--- src/rtl/jtframe_ram_rr_arb.sv ---
// Round-robin arbiter sharing one SDRAM controller port between four request slots.
// Define JTFRAME_ARB_PRIO0_EN to give slot 0 absolute priority over the rotating slots 1-3.
module jtframe_ram_rr_arb #(
    parameter int SDRAMW = 22,
    parameter int NS     = 4
) (
    input  logic                 clk,
    input  logic                 rst,
    input  logic [NS*SDRAMW-1:0] slot_addr,
    input  logic [NS-1:0]        slot_rd,
    input  logic [NS-1:0]        slot_wr,
    input  logic [NS*16-1:0]     slot_din,
    input  logic [NS*2-1:0]      slot_wrmask,
    output logic [NS-1:0]        slot_ok,
    output logic [31:0]          slot_dout,
    input  logic                 sdram_ack,
    input  logic                 data_rdy,
    input  logic [31:0]          data_read,
    output logic                 sdram_rd,
    output logic                 sdram_wr,
    output logic [SDRAMW-1:0]    sdram_addr,
    output logic [15:0]          data_write,
    output logic [1:0]           sdram_wrmask
);

    if (NS != 4) begin : g_bad_ns
        $error("jtframe_ram_rr_arb only supports NS=4");
    end

    typedef enum logic [1:0] { IDLE, CMD, DATA } state_t;

    state_t              state, state_nx;
    logic [1:0]          ptr, ptr_nx, grant, grant_nx, pick, idx;
    logic                is_wr, is_wr_nx, found, complete;
    logic [NS-1:0]       active, rr_req, ok_nx;
    logic                rd_nx, wr_nx;
    logic [SDRAMW-1:0]   addr_nx;
    logic [15:0]         dw_nx;
    logic [1:0]          mask_nx;
    logic [31:0]         dout_nx;

    // A slot whose ok is pulsing this cycle sits out one arbitration round.
    always_comb begin
        active = (slot_rd | slot_wr) & ~slot_ok;
        found  = |active;
`ifdef JTFRAME_ARB_PRIO0_EN
        rr_req = active & 4'b1110;
`else
        rr_req = active;
`endif
        pick = ptr;
        idx  = ptr;
        for (int i = NS-1; i >= 0; i--) begin
            idx = ptr + 2'(i);
            if (rr_req[idx]) pick = idx;
        end
`ifdef JTFRAME_ARB_PRIO0_EN
        if (active[0]) pick = 2'd0;
`endif
    end

    always_comb begin
        // NOTE: every next-value defaults to the current register first, so no path infers a latch.
        state_nx = state;
        ptr_nx   = ptr;
        grant_nx = grant;
        is_wr_nx = is_wr;
        rd_nx    = sdram_rd;
        wr_nx    = sdram_wr;
        addr_nx  = sdram_addr;
        dw_nx    = data_write;
        mask_nx  = sdram_wrmask;
        dout_nx  = slot_dout;
        ok_nx    = '0;
        complete = 1'b0;
        case (state)
            IDLE: if (found) begin
                grant_nx = pick;
                is_wr_nx = slot_wr[pick];
                addr_nx  = slot_addr[int'(pick)*SDRAMW +: SDRAMW];
                dw_nx    = slot_din[int'(pick)*16 +: 16];
                mask_nx  = slot_wr[pick] ? slot_wrmask[int'(pick)*2 +: 2] : 2'b11;
                rd_nx    = ~slot_wr[pick];
                wr_nx    = slot_wr[pick];
                state_nx = CMD;
            end
            CMD: if (sdram_ack) begin
                rd_nx    = 1'b0;
                wr_nx    = 1'b0;
                state_nx = DATA;
                complete = data_rdy;
            end
            DATA:    complete = data_rdy;
            default: state_nx = IDLE;
        endcase
        if (complete) begin
            ok_nx = 4'b0001 << grant;
            if (!is_wr) dout_nx = data_read;
`ifdef JTFRAME_ARB_PRIO0_EN
            if (grant != 2'd0) ptr_nx = grant + 2'd1;
`else
            ptr_nx = grant + 2'd1;
`endif
            state_nx = IDLE;
        end
    end

    // NOTE: all state updates use non-blocking assignments so every register samples pre-edge values.
    always_ff @(posedge clk) begin
        if (rst) begin
            state        <= IDLE;
            ptr          <= '0;
            grant        <= '0;
            is_wr        <= 1'b0;
            sdram_rd     <= 1'b0;
            sdram_wr     <= 1'b0;
            sdram_addr   <= '0;
            data_write   <= '0;
            sdram_wrmask <= 2'b11;
            slot_dout    <= '0;
            slot_ok      <= '0;
        end else begin
            state        <= state_nx;
            ptr          <= ptr_nx;
            grant        <= grant_nx;
            is_wr        <= is_wr_nx;
            sdram_rd     <= rd_nx;
            sdram_wr     <= wr_nx;
            sdram_addr   <= addr_nx;
            data_write   <= dw_nx;
            sdram_wrmask <= mask_nx;
            slot_dout    <= dout_nx;
            slot_ok      <= ok_nx;
        end
    end

endmodule
--- config.mk ---
export PLATFORM = sky130hd
export DESIGN_NAME = jtframe_ram_rr_arb
export DESIGN_NICKNAME = d
export VERILOG_FILES = /design/src/rtl/jtframe_ram_rr_arb.sv
export SDC_FILE = /design/constraint.sdc
export NUM_CORES = 1
export LEC_CHECK = 0
export ABC_CLOCK_PERIOD_IN_PS = 3500
export BUFFER_PORTS_ARGS = -buffer_cell sky130_fd_sc_hd__buf_2
export CORE_MARGIN = 8
export CORE_UTILIZATION = 30
export DETAILED_ROUTE_END_ITERATION = 7
export PLACE_DENSITY = 0.67
export RECOVER_POWER = 100
export SYNTH_ARGS = -nofsm -noshare
export SYNTH_HDL_FRONTEND = slang
export SYNTH_SLANG_ARGS = --single-unit
--- constraint.sdc ---
create_clock -name clk -period 3.5 [get_ports clk]
set_input_delay 0 -clock clk [delete_from_list [all_inputs] [get_ports clk]]
set_output_delay 0 -clock clk [all_outputs]
set_load 0.02 [all_outputs]
# After elaboration in Yosys (flattened, before gate mapping)
# Cells that the tools add are included.
dict set report totals {
  ff_bits 85
  inputBits 204
  elab_cells 70
}
dict set report classes {
  n_addsub 4
  mul 1
  magnitude_cmp 5
  n_eq_ne 4
  shifts 4
  mux 25
  n_bitwise 7
  n_reduce_logical 9
}
# cell count
set op_table {}
lappend op_table {{88-bit by 8-bit indexed part select with 22-bit output} 1}
lappend op_table {{64-bit by 7-bit indexed part select with 16-bit output} 1}
lappend op_table {{2-bit by 3-bit less-than comparator with 1-bit output (second input constant)} 5}
lappend op_table {{2-bit 2-to-1 mux} 7}
lappend op_table {{1-bit binary-select mux with 2-bit select} 5}
lappend op_table {{1-bit 2-to-1 mux} 9}
lappend op_table {{8-bit by 4-bit indexed part select with 2-bit output} 1}
lappend op_table {{2-bit by 4-bit multiplier with 6-bit output (second input constant)} 1}
lappend op_table {{1-bit case mux with 2 select lines} 3}
lappend op_table {{2-bit case mux with 3 select lines} 1}
lappend op_table {{3-bit AND reduction} 2}
lappend op_table {{2-bit by 1-bit adder with 2-bit output (second input constant)} 2}
lappend op_table {{2-bit adder (second input constant)} 2}
lappend op_table {{4-bit AND} 1}
lappend op_table {{2-bit != test (second input constant)} 2}
lappend op_table {{1-bit NOT} 4}
lappend op_table {{4-bit NOT} 1}
lappend op_table {{4-bit OR} 1}
lappend op_table {{2-bit AND reduction} 2}
lappend op_table {{2-bit OR reduction} 2}
lappend op_table {{4-bit OR reduction} 1}
lappend op_table {{1-bit by 2-bit << shifter with 4-bit output (first input constant)} 1}
lappend op_table {{2-bit by 1-bit == test with 1-bit output (second input constant)} 1}
lappend op_table {{2-bit == test (second input constant)} 1}
lappend op_table {{other kinds (2)} 2}

# Logic depth before layout (Yosys ltp)
dict set report depth {
  word_depth 13
  ltp_mapped 9
  mapped_depth_nobuf 7
}

# Worst setup path after synthesis
# OpenSTA, ideal clock, no wires.
dict set report synth_path {
  path_kind {flip-flop to flip-flop}
  from {register slot_ok[1]}
  to {register sdram_wrmask[0]}
  setup_ns 0.074
  arrival_ns 2.095
  path_slack_ns 1.330
  stages_incl_launch_ff 9
  path_buffers 2
  synth_period_minus_slack_ns 2.170
  path_cell_list {dfxtp_1 -> o21ba_2 -> or3_1 -> o2111ai_1 -> and2_1 -> clkbuf_1 -> buf_2 -> mux2_1 -> a31oi_1}
}
dict set report synth_between {
  elab_chain_len 11
  elab_cells_between_ends 20
}
# item line_no
set synth_rtl {}
lappend synth_rtl {{start: declaration} 14} ;# output logic [NS-1:0] slot_ok,
lappend synth_rtl {{start signal: assignment} 133} ;# slot_ok <= ok_nx;
lappend synth_rtl {{4-bit NOT *} 44} ;# active = (slot_rd | slot_wr) & ~slot_ok;
lappend synth_rtl {{4-bit AND *} 44}
lappend synth_rtl {{branches (longest 9 deep; another with 8-bit by 4-bit indexed part select with 2-bit output)} n/a}
lappend synth_rtl {{end signal: assignment} 131} ;# sdram_wrmask <= mask_nx;
lappend synth_rtl {{end: declaration} 23} ;# output logic [1:0] sdram_wrmask
# Every way passes the cells marked *. The select of a mux whose other input is x is not followed.
# A chain may end at the register's enable or synchronous reset.

# Final worst setup path
dict set report layout_path {
  from {register slot_ok[1]}
  to {register data_write[15]}
}
dict set report layout_between {
  elab_chain_len 9
  elab_cells_between_ends 17
}
# item line_no
set layout_rtl {}
lappend layout_rtl {{4-bit NOT *} 44}
lappend layout_rtl {{4-bit AND *} 44}
lappend layout_rtl {{1-bit binary-select mux with 2-bit select} 55} ;# if (rr_req[idx]) pick = idx;
lappend layout_rtl {{1-bit 2-to-1 mux (implied by the code)} 55}
lappend layout_rtl {{2-bit 2-to-1 mux (4 in series)} 55}
lappend layout_rtl {{64-bit by 7-bit indexed part select with 16-bit output} 81} ;# dw_nx = slot_din[int'(pick)*16 +: 16];
lappend layout_rtl {{end signal: assignment} 130} ;# data_write <= dw_nx;
lappend layout_rtl {{end: declaration} 22} ;# output logic [15:0] data_write,
# Mark *: on every way between the ends. The rest lies on a longest branch, timed or not. The select of a mux whose other input is x is not followed.

==> summary.md <==
| Metric | Value |
|---|---|
| Outcome | complete, no violations |
| Clock buffer depth | 2 |
| Row cnt | 45 |
| Nets | 1,041 |
| Clock skew | 0.0109 ns |
| Drt pass-1 iters | 5 |
| Vias in the first global route | 5,524 |
| Post-Synth XOR/XNOR Area | 0.00187 |
| CTS tree | done |
| CP Launch Type | flip-flop |
| Synthesized instance count | 557 |
| Post-synthesis compound-gate area fraction | 0.273 |
| Drt total wl | 19,500 um |
| Clk pin slew, worst setup/hold paths | 0.07 ns |
| CP cell instances | o21ba_1 -> or3_1 -> o2111ai_1 -> and2_0 -> buf_4 -> a211o_1 -> a21oi_1 |
| Area growth from synthesis to layout | 43.6% |
| Die ar. | 0.0199 mm2 |
| Via density | 5.18 |
| Final Hold Violating Endpoints | 0 |
| Final Critical Period | 3.05 ns |
| Slew HR | 0.0773 |
| Unrepaired setup endpoints after global routing | false |
| DR iter-0 viols | 228 |
| Critical Path AT | 3.25 ns |
| Largest net degree at the start of global routing | 66 |
| Setup TNS | 0 ns |
| H-tree depth | 3 |
| Fin. max-slew vios | 0 |
| Fmax | 328 MHz |
| PnR worst setup slack | 0.454 ns |
| Die Wd | 141 um |
| Initial Util | 0.307 |
| Post-Synth Adder-Cell Area | 0.00800 |
| Top post-synthesis cells by area | dfxtp_1 36%, mux2i_1 9.0%, nand2_1 8.7% |
| MaxCap Viol Count | 0 |
| Syn nets | 764 |
| WL per Instance | 18.5 um |
| Post-route DRC | 0 |
| ANT cells | 0 |
| P_leak | 0.00293 uW |
| Post-Synth Simple-Gate Area | 0.198 |
| Yosys cell types | 42 |
| Worst slew pin tran | 1.38 ns |
| Hold crit path type | primary input to flip-flop |
| IO Count | 282 |
| Cts bufs inserted | 9 |
| DP HPWL | 14,100 um |
| Core area | 0.0153 mm2 |
| CP peak stage delay | 1.09 ns |
| Routability cong. | 0.896 |
| Mux contribution to synthesized area | 0.0944 |
| Slowest-stage cell, CP | and2_0 |
| Worst Path Max Fanout | 23 |
| Setup Fix Bufs, Post-CTS | 0 |
| Req. time, crit path | 3.71 ns |
| Total gr overflow | 0 |
| Final setup viols | 0 |
| Kind of critical path | flip-flop to flip-flop |
| Layout cells sized above 1 | 0.286 |
| GRT Resource Usage Total | 0.187 |
| Die Span Y | 141 um |
| Crit share post-route | 0.870 |
| Asr flop ratio synth | 0 |
| Post-CTS resize count | 0 |
| Routed via count | 5,439 |
| FF/Latch Area | 0.00170 mm2 |
| Predominant post-synthesis flop cell | dfxtp_1 |
| Leading area contributor after synthesis | dfxtp_1 |
| Synth warn | 0 |
| Initial antenna violation count | 0 |
| Post-synth EDFFs | 0 |
| Fillers | 1,545 |
| Pre-CTS setup slack | 0.779 ns |
| Area of the multi-input gates | 0.00273 mm2 |
| First-pass GRT wire length | 29,900 um |
| #FFs+latches synth | 85 |
| ANT nets after route | 0 |
| Mapped cell area | 0.00469 mm2 |
| Number of buffers added on ports | 281 |
| Worst VDD drop | 219 uV |
| Pwr Density | 537 mW/mm2 |
| Total clock sinks | 85 |
| Critical path endpoint category | flip-flop |
| Clock latency on the worst-skew pair | 0.34 ns |
| Cell family with most CP delay | simple AND/OR/NAND/NOR gates |
| Post-synth top area share | 0.363 |
| Sequential-to-total area share from yosys stat | 0.363 |
| Hold-fix buffers, CTS | 33 |
| WP buf/inv | 1 |
| Syn_area_per_cell | 8.42 um2 |
| Root Buffer | clkbuf_16 |
| Largest family of logic cells by synthesized area | compound AO/OA/AOI/OAI gates |
==> worst reg2reg max path: stages (launching register included) <==
cell       delay [ns]
dfxtp_1          0.34
o21ba_1          0.23
or3_1            0.38
o2111ai_1        0.14
and2_0           1.09
buf_4            0.47
a211o_1          0.19
a21oi_1          0.06
==> registers in the layout (all words and copies together) (netlist names) <==
register,count
sdram_addr,22
sdram_rd,1
state,2
ptr,2
data_write,16
sdram_wrmask,2
slot_ok,4
is_wr,1
sdram_wr,1
slot_dout,32
grant,2
==> worst paths after layout <==
path	start	slack, ns	cells after the start	to
worst min-delay path	slot_addr[68]	0.09	4	sdram_addr[2]
worst max-delay path	slot_ok[1]	0.45	7	data_write[15]
worst max register to register	slot_ok[1]	0.45	7	data_write[15]
worst min register to register	slot_dout[5]	0.45	2	slot_dout[5]
==> cell usage after synthesis (2+ instances only) <==
library cell  count
and2_1            4
a31oi_1           2
nand3_1           3
mux2i_1          42
inv_1             5
nor3_1            4
nor4b_1          40
a221oi_1         38
o32ai_2           2
or3_1             2
ha_1              3
a211o_1          39
o21bai_4          2
clkbuf_1         48
o2111ai_1         2
o21ba_2           2
nand2_1         109
buf_2             6
dfxtp_1          85
o21bai_1          2
nor4_1            2
nor2_1           14
buf_6             5
or2_2             2
a21oi_1          77
==> layout make-up <==
class | instances | share of cell area
timing repair buffer | 325 | 0.257
clock inverter | 7 | 0.00947
multi-input combinational | 407 | 0.405
sequential | 85 | 0.253
tap | 211 | 0.0392
clock buffer | 9 | 0.0334
inverter | 6 | 0.00334
==> per-layer routing <==
metal,wire [um],vias to the layer above,track usage
met5,0,-,0
met2,9200,273,0.314
met3,2220,21,0.0800
met1,7750,2517,0.209
li1,-,2628,-
met4,284,0,0.0600
==> logic make-up (layout without fill, tap and decap cells) <==
family | Yosys count | in the layout
AND/OR/NAND/NOR | 183 | 183
AO/OA/AOI/OAI | 176 | 176
flip-flops | 85 | 85
buffers and inverters | 65 | 347
multiplexers | 44 | 44
adder cells (fa/ha/maj) | 3 | 3
XOR/XNOR | 1 | 1
==> where the power goes <==
| group | switching [uW] | internal [uW] | total, uW |
|---|---|---|---|
| Combinational | 882 | 578 | 1460 |
| Clock | 447 | 499 | 947 |
| Sequential | 88.4 | 1120 | 1210 |
| Total | 1420 | 2200 | 3620 |
==> per-stage QoR <==
| stage | utilization | hold slack, ns | power (uW) | cell area (um2) | std cells |
|---|---|---|---|---|---|
| 6_report | 0.441 | 0.0935 | 3620 | 6740 | 1050 |
| 5_1_grt | 0.441 | 0.0951 | 3840 | 6740 | 1050 |
| 4_1_cts | 0.450 | 0.0785 | 3700 | 6870 | 1050 |
| 3_5_place_dp | 0.410 | 0.245 | 2720 | 6250 | 1001 |
| 3_3_place_gp | 0.410 | 0.239 | 2700 | 6250 | 1001 |
| 2_1_floorplan | - | 0.0897 | 2230 | 4690 | 557 |
==> placed cells by master (no fill, tap or decap), drive strengths merged, types with 2 or more instances in the layout <==
master / count
a211o: 39
a21oi: 77
a221oi: 38
a31oi: 2
and2: 4
buf: 214
clkbuf: 87
clkinvlp: 2
dfxtp: 85
dlygate4sd3: 33
ha: 3
inv: 11
mux2: 2
mux2i: 42
nand2: 109
nand3: 3
nor2: 14
nor3: 4
nor4: 2
nor4b: 40
o2111ai: 2
o21ba: 3
o21bai: 4
o32ai: 2
or2: 2
or3: 2
Power figures use the tool's default switching activity.
